## config.mk

```make
export PLATFORM = sky130hd
export DESIGN_NAME = neopixel_driver
export DESIGN_NICKNAME = d
export VERILOG_FILES = /design/src/rtl/neopixel_pkg.sv /design/src/rtl/neopixel_bit_encoder.sv /design/src/rtl/neopixel_driver.sv
export SDC_FILE = /design/constraint.sdc
export NUM_CORES = 1
export LEC_CHECK = 0
export BUFFER_PORTS_ARGS = -buffer_cell sky130_fd_sc_hd__buf_2
export CAP_MARGIN = 20
export CORE_MARGIN = 2
export CORE_UTILIZATION = 44
export CTS_CLUSTER_DIAMETER = 120
export DETAILED_ROUTE_END_ITERATION = 10
export GPL_TIMING_DRIVEN = 1
export PLACE_DENSITY_LB_ADDON = 0.2
export SETUP_SLACK_MARGIN = 0.2
export SYNTH_ARGS = -nofsm -noshare
export SYNTH_HDL_FRONTEND = slang
export SYNTH_HIERARCHICAL = 1
export SYNTH_SLANG_ARGS = --single-unit
```

## constraint.sdc

```tcl
create_clock -name clock -period 3.15 [get_ports clock]
set_input_delay 0.4725 -clock clock [delete_from_list [all_inputs] [get_ports clock]]
set_output_delay 0.4725 -clock clock [all_outputs]
set_load 0.02 [all_outputs]
```

## src/rtl/neopixel_pkg.sv

```systemverilog
// Shared types and default timing for the WS2812 ("NeoPixel") serial driver.
// Timing defaults assume a 50 MHz system clock.
//   np_state_t : frame-level FSM states of the driver
//   grb_t      : one pixel word, {G[7:0], R[7:0], B[7:0]}, sent MSB first
package neopixel_pkg;

  typedef enum logic [1:0] {
    IDLE  = 2'd0,
    SEND  = 2'd1,
    NEXT  = 2'd2,
    LATCH = 2'd3
  } np_state_t;

  typedef logic [23:0] grb_t;

  localparam int DEFAULT_NUM_PIXELS   = 8;
  localparam int DEFAULT_T0H          = 20;    // 0.4 us
  localparam int DEFAULT_T1H          = 40;    // 0.8 us
  localparam int DEFAULT_BIT_CYCLES   = 63;    // 1.26 us
  localparam int DEFAULT_RESET_CYCLES = 2600;  // 52 us latch

  localparam logic [4:0] LAST_BIT_INDEX = 5'd23;

endpackage

```

## src/rtl/neopixel_bit_encoder.sv

```systemverilog
// Single-bit WS2812 waveform generator.
// Counts the cycles of one bit period and drives the registered line high for
// T0H or T1H cycles depending on the bit value, low for the rest.
// Ports:
//   clock, reset : system clock, asynchronous active-high reset
//   start        : restart the bit-cycle counter (a new pixel was accepted)
//   enable       : a bit is being transmitted this cycle
//   bit_value    : value of the bit currently being transmitted
//   dout         : registered serial output
//   last_cycle   : high in the final cycle of the current bit period
module neopixel_bit_encoder
  import neopixel_pkg::*;
#(
  parameter int T0H        = DEFAULT_T0H,
  parameter int T1H        = DEFAULT_T1H,
  parameter int BIT_CYCLES = DEFAULT_BIT_CYCLES
) (
  input  logic clock,
  input  logic reset,
  input  logic start,
  input  logic enable,
  input  logic bit_value,
  output logic dout,
  output logic last_cycle
);

  localparam int CYC_W = $clog2(BIT_CYCLES);
  localparam logic [CYC_W-1:0] T0H_C      = CYC_W'(T0H);
  localparam logic [CYC_W-1:0] T1H_C      = CYC_W'(T1H);
  localparam logic [CYC_W-1:0] LAST_CYC_C = CYC_W'(BIT_CYCLES - 1);

  logic [CYC_W-1:0] cyc_q, cyc_d;
  logic [CYC_W-1:0] high_cycles;
  logic             dout_q, dout_d;

  // The line level for the next cycle is decided from the current count, so
  // the waveform on dout trails the counter by one cycle.
  always_comb begin
    high_cycles = bit_value ? T1H_C : T0H_C;
    last_cycle  = enable && (cyc_q == LAST_CYC_C);
    cyc_d       = cyc_q;
    dout_d      = 1'b0;
    if (start) begin
      cyc_d = '0;
    end else if (enable) begin
      dout_d = (cyc_q < high_cycles);
      cyc_d  = last_cycle ? '0 : cyc_q + 1'b1;
    end
  end

  always_ff @(posedge clock or posedge reset) begin
    if (reset) begin
      cyc_q  <= '0;
      dout_q <= 1'b0;
    end else begin
      cyc_q  <= cyc_d;
      dout_q <= dout_d;
    end
  end

  assign dout = dout_q;

endmodule

```

## src/rtl/neopixel_driver.sv

```systemverilog
// WS2812 frame driver: accepts NUM_PIXELS GRB words per frame over a
// valid/ready handshake and serializes them MSB first, then holds the line
// low for the latch period and pulses frame_done.
// Ports:
//   clock, reset  : system clock, asynchronous active-high reset
//   pixel_data    : {G,R,B} pixel word, captured on handshake
//   pixel_valid   : upstream offers a pixel
//   pixel_ready   : driver accepts a pixel this cycle (IDLE or NEXT)
//   dout          : registered serial line to the strip
//   busy          : a frame is in progress
//   frame_done    : one-cycle pulse once the latch period has elapsed
//   underrun      : one-cycle pulse when a missing pixel aborts the frame
module neopixel_driver
  import neopixel_pkg::*;
#(
  parameter int NUM_PIXELS   = DEFAULT_NUM_PIXELS,
  parameter int T0H          = DEFAULT_T0H,
  parameter int T1H          = DEFAULT_T1H,
  parameter int BIT_CYCLES   = DEFAULT_BIT_CYCLES,
  parameter int RESET_CYCLES = DEFAULT_RESET_CYCLES
) (
  input  logic        clock,
  input  logic        reset,
  input  logic [23:0] pixel_data,
  input  logic        pixel_valid,
  output logic        pixel_ready,
  output logic        dout,
  output logic        busy,
  output logic        frame_done,
  output logic        underrun
);

  localparam int WAIT_W = $clog2(RESET_CYCLES + 1);
  localparam int PIX_W  = $clog2(NUM_PIXELS + 1);
  localparam logic [WAIT_W-1:0] WAIT_LAST_C = WAIT_W'(RESET_CYCLES - 1);
  localparam logic [WAIT_W-1:0] WAIT_END_C  = WAIT_W'(RESET_CYCLES);
  localparam logic [PIX_W-1:0]  LAST_PIX_C  = PIX_W'(NUM_PIXELS - 1);

  np_state_t         state_q, state_d;
  grb_t              shreg_q, shreg_d;
  logic [4:0]        bit_cnt_q, bit_cnt_d;
  logic [PIX_W-1:0]  pix_cnt_q, pix_cnt_d;
  logic [WAIT_W-1:0] wait_cnt_q, wait_cnt_d;
  logic              frame_done_q, frame_done_d;
  logic              underrun_q, underrun_d;

  logic accept;
  logic bit_last_cycle;

  assign pixel_ready = (state_q == IDLE) || (state_q == NEXT);
  assign accept      = pixel_valid && pixel_ready;
  assign busy        = (state_q != IDLE);

  neopixel_bit_encoder #(
    .T0H        (T0H),
    .T1H        (T1H),
    .BIT_CYCLES (BIT_CYCLES)
  ) u_bit_encoder (
    .clock      (clock),
    .reset      (reset),
    .start      (accept),
    .enable     (state_q == SEND),
    .bit_value  (shreg_q[23]),
    .dout       (dout),
    .last_cycle (bit_last_cycle)
  );

  // The wait counter is shared: in NEXT it times out a stalled upstream, in
  // LATCH it measures the latch gap. LATCH runs one extra cycle past
  // RESET_CYCLES so that frame_done is raised while pixel_ready is still low.
  always_comb begin
    state_d      = state_q;
    shreg_d      = shreg_q;
    bit_cnt_d    = bit_cnt_q;
    pix_cnt_d    = pix_cnt_q;
    wait_cnt_d   = wait_cnt_q;
    frame_done_d = 1'b0;
    underrun_d   = 1'b0;

    case (state_q)
      IDLE: begin
        wait_cnt_d = '0;
        if (accept) begin
          shreg_d   = pixel_data;
          bit_cnt_d = LAST_BIT_INDEX;
          pix_cnt_d = '0;
          state_d   = SEND;
        end
      end

      SEND: begin
        if (bit_last_cycle) begin
          if (bit_cnt_q != 5'd0) begin
            shreg_d   = {shreg_q[22:0], 1'b0};
            bit_cnt_d = bit_cnt_q - 5'd1;
          end else if (pix_cnt_q == LAST_PIX_C) begin
            wait_cnt_d = '0;
            state_d    = LATCH;
          end else begin
            pix_cnt_d  = pix_cnt_q + 1'b1;
            wait_cnt_d = '0;
            state_d    = NEXT;
          end
        end
      end

      NEXT: begin
        // An accept on the timeout cycle takes priority over the underrun.
        if (accept) begin
          shreg_d    = pixel_data;
          bit_cnt_d  = LAST_BIT_INDEX;
          wait_cnt_d = '0;
          state_d    = SEND;
        end else if (wait_cnt_q == WAIT_LAST_C) begin
          underrun_d = 1'b1;
          wait_cnt_d = '0;
          state_d    = IDLE;
        end else begin
          wait_cnt_d = wait_cnt_q + 1'b1;
        end
      end

      LATCH: begin
        if (wait_cnt_q == WAIT_END_C) begin
          wait_cnt_d = '0;
          state_d    = IDLE;
        end else begin
          frame_done_d = (wait_cnt_q == WAIT_LAST_C);
          wait_cnt_d   = wait_cnt_q + 1'b1;
        end
      end

      default: begin
        state_d = IDLE;
      end
    endcase
  end

  always_ff @(posedge clock or posedge reset) begin
    if (reset) begin
      state_q      <= IDLE;
      shreg_q      <= '0;
      bit_cnt_q    <= '0;
      pix_cnt_q    <= '0;
      wait_cnt_q   <= '0;
      frame_done_q <= 1'b0;
      underrun_q   <= 1'b0;
    end else begin
      state_q      <= state_d;
      shreg_q      <= shreg_d;
      bit_cnt_q    <= bit_cnt_d;
      pix_cnt_q    <= pix_cnt_d;
      wait_cnt_q   <= wait_cnt_d;
      frame_done_q <= frame_done_d;
      underrun_q   <= underrun_d;
    end
  end

  assign frame_done = frame_done_q;
  assign underrun   = underrun_q;

endmodule

```

==> metrics.sh <==
STATUS='finished clean'
CORE_SQ_UM=6420
TIMING.CRITICAL_PATH.TO_TYPE='flop'
DRIVE_ABOVE_1_SHARE=0.193
CLOCK_TREE.HTREE_LEVEL_COUNT=2
SYNTH-EDFF-COUNT=0
FLOORPLAN_DIE_HEIGHT_UM=86.1
GLOBALROUTE.TOTALOVERFLOW=0
POWER.SHARE.SEQUENTIAL=0.573
VDD_IR_DROP_MAX_mV=0.286
CTSLONGESTPATHBUFFERS=2
POST_SYNTH_FA_HA_MAJ_AREA_FRACTION=0.0464
POSTCTS_SETUP_BUFS=0
HPWLAFTERDP_UM=4090
CLOCKPOWERSHARE=0.247
HIGHEST_CLOCK_FREQUENCY_THE_DESIGN_CAN_MEET_MHz=392
SYNTHCELLS=306
SETUP_REPAIR_AFTER_GLOBAL_ROUTING_MISSED_ITS_MARGIN='no'
CLOCKROOTBUFFER='sky130_fd_sc_hd__clkbuf_8'
WORST-ENDPOINT-REQUIRED_NS=3.32
POST_SYNTHESIS_TO_FINAL_LAYOUT_AREA_GROWTH_PCT=11.3
SHARE_COMB_OF_TOTAL_POWER=0.180
SYNTH_AREA_LEADER_CELL='sky130_fd_sc_hd__dfrtp_1'
DRT-PASS1-ITER-COUNT=4
NUM_ANTENNA_CELLS=0
POST_SYNTH_AND_OR_NAND_NOR_AREA_FRACTION=0.208
DOMINANT_COMBINATIONAL_CELL_FAMILY_BY_AREA_AFTER_SYNTHESIS='compound AO/OA/AOI/OAI gates'
MAX-SLEW-MARGIN-REL=0.602
YOSYS-TOP-CELLS-COUNT='sky130_fd_sc_hd__dfrtp_1, sky130_fd_sc_hd__nor2_1, sky130_fd_sc_hd__o22ai_1'
SETUP_VIOL_COUNT_FINAL=0
P_INT_mW=1.19
I_O_PINS=32
SYN-MEAN-INSTANCE-AREA_SQ_UM=9.70
REGTOREGSETUPSLACK_NS=0.60
NUMBER_OF_ANTENNA_VIOLATIONS_AT_THE_FIRST_CHECK_IN_GLOBAL_ROUTING=0
INITIAL_CORE_UTILIZATION=0.462
DETAIL_ROUTE.DRC_VIOLATIONS=0
NUMBER_OF_MAX_SLEW_VIOLATIONS_IN_THE_FINAL_REPORT=0
CRITICAL_PATH_ARRIVAL_NS=2.72
NETSWITCHINGFRACTION=0.293
NETLIST.AREA_LEADER.SHARE=0.472
SYNTH_FLOP_CELL='sky130_fd_sc_hd__dfrtp_1'
POWERDENSITY_nW_PER_UM2=507
YS_WARN_COUNT=6
WIRELENGTH_UM=6050
SYNTHXORXNORAREAFRAC=0.00885
WIRE_LENGTH_OF_THE_FIRST_GLOBAL_ROUTING_PASS_UM=10900
NUM_ROWS=29
DRT_FIRST_ITER_VIOLATIONS=146
SYNTHESIS.AREA_SQ_UM=2970
YS_FF_LATCH=56
FINALHOLDVIOLCOUNT=0
ROUTABILITYCONGESTION=0.788
LEAKAGEPOWER_nW=1.55
MAX_CAP_VIOL_COUNT=0
POSTCTSHOLDBUFS=0
PLACEMENT.IO_BUFFERS=31
SYNTH_NETS=344
POSTCTSRESIZEDCELLS=0
SETUP_TNS_NS=0
CLOCK_TREE_FROM_TRITONCTS='yes'
TOTAL_NUMBER_OF_VIAS=2328
SYNTH_SEQ_AREA_SHARE=0.472
CRITICAL_PATH_PEAK_FANOUT=34
TIMING.CRITICAL_PATH.FROM_TYPE='flop'
POSTSYNTH.ASYNCRESETSHARE=1.00
YS_TYPES=56
DIE_X_UM=86.1
DRT-WIRELENGTH-PER-CELL_UM=14.7
ANT_NETS=0
DETAIL_ROUTE.VIAS_PER_CELL=5.64
MUX_CONTRIBUTION_TO_SYNTHESIZED_AREA=0.00716
POST_SYNTH_MAIN_AREA_CONTRIBUTORS='sky130_fd_sc_hd__dfrtp_1, sky130_fd_sc_hd__nor2_1, sky130_fd_sc_hd__ha_1'
NUMBER_OF_GLOBAL_ROUTE_VIAS_BEFORE_REPAIR=2282
CLK_TRANSITION_REPORTED_PATHS_NS=0.10
WORST_HOLD_PATH_TYPE='in -> async'
FP.DIEAREA_SQ_UM=7420
GLOBAL_ROUTE_TOTAL_USAGE_ACROSS_EVERY_LAYER=0.178
CLOCK_SINK_COUNT=56
CLOCK_LATENCY_NS=0.30
TIMING_WORST_SLEW_PIN_VALUE_NS=0.597
WORST_SETUP_PATH_TYPE='reg -> reg'
FINAL.MIN_CLOCK_PERIOD_NS=2.55
SYNTH-COMPOUND-AREA-SHARE=0.214
FINALNETCOUNT=374
NET-SWITCHING-POWER_mW=0.491
MOST_FREQUENT_CELL_AFTER_SYNTHESIS='sky130_fd_sc_hd__dfrtp_1'
CTS-BUFFERS-INSERTED=5
CLOCK-SKEW-FINAL_NS=0.00898
REPORT.POWER.TOTAL_mW=1.68
LAYOUT_WORST_PATH_CYCLE_SHARE=0.810
GRT_START_MAX_NET_PINS=50
-- through the flow --
stage | util | instance area (sq um) | hold slack (ns) | setup slack, ns | cells
floorplan | - | 2970 | 0.276 | 0.929 | 306
global placement | 0.497 | 3190 | 0.430 | 0.678 | 405
detailed placement | 0.497 | 3190 | 0.431 | 0.607 | 405
CTS | 0.512 | 3290 | 0.0939 | 0.596 | 412
global route | 0.515 | 3310 | 0.0925 | 0.248 | 413
finish | 0.515 | 3310 | 0.0870 | 0.600 | 413
-- critical path, stage by stage (launching register included) --
cell and delay (ns):
sky130_fd_sc_hd__dfrtp_1 0.51, sky130_fd_sc_hd__nand2b_1 0.32, sky130_fd_sc_hd__inv_1 0.27, sky130_fd_sc_hd__nand3_1 0.12, sky130_fd_sc_hd__nor2_1 0.13, sky130_fd_sc_hd__and3b_1 0.19, sky130_fd_sc_hd__o22a_2 0.53, sky130_fd_sc_hd__and4_1 0.26
sky130_fd_sc_hd__o21ai_0 0.07
-- power groups by stage --
stage          logic, mW  clock network [mW]  registers [mW]
2_1_floorplan      0.239                   0           0.938
3_3_place_gp       0.287                   0           0.969
3_5_place_dp       0.301                   0           0.971
4_1_cts            0.301               0.433           0.960
5_1_grt            0.351               0.454           0.984
6_report           0.301               0.414           0.961
-- logic make-up (layout without fill, tap and decap cells) --
kind of cell | count (synthesis) | in the layout
and+or+nand+nor | 115 | 115
AOI/OAI and AO/OA | 89 | 89
DFF | 56 | 56
buffers and inverters | 30 | 60
adders and majority gates | 11 | 11
xor gates and xnor gates | 3 | 3
muxes | 2 | 2
-- registers in the layout, indices dropped and copies added, names as in the netlist --
register,count
frame_done,1
bit_cnt_q,5
u_bit_encoder/cyc_q,6
pix_cnt_q,4
u_bit_encoder/dout,1
wait_cnt_q,12
state_q,2
shreg_q,24
underrun,1
-- cell type report --
cell class	instances	area (sq um)
inverter	16	60.1
multi-input combinational	220	1440
fill	616	3120
sequential	56	1400
timing repair buffer	37	213
clock buffer	7	96.3
tap	77	96.3
-- metal layers --
metal  share of wire  up-vias  routed length, um  global-route usage
met3           0.022        2                136              0.0298
li1                -     1182                  -                   -
met1            0.52     1119               3160               0.272
met4          0.0048        0                 29              0.0404
met5               0        -                  0                   0
met2            0.45       25               2730               0.265
-- placed cells by master (no fill, tap or decap), drive strengths merged, types with 5 or more instances in the layout --
master  instances
inv            16
or3             5
o211ai          5
clkbuf          7
a21o            5
o22ai          21
o21ai          18
buf            37
nand2b          5
nor2           47
nand2          16
nand3           8
ha             11
a21oi           8
or4             6
nand3b          6
dfrtp          56
-- final timing paths --
| kind | startpoint | to | cells past startpoint |
|---|---|---|---|
| worst max-delay path | state_q[1] | bit_cnt_q[4] | 8 |
| worst min-delay path | reset | pix_cnt_q[2] | 2 |
| worst max register to register | state_q[1] | bit_cnt_q[4] | 8 |
| worst min register to register | shreg_q[1] | shreg_q[2] | 2 |
| max in group asynchronous | reset | shreg_q[13] | 3 |
| min in group clock | pixel_valid | underrun | 2 |
Note: power is estimated with default switching activity, not from simulation.
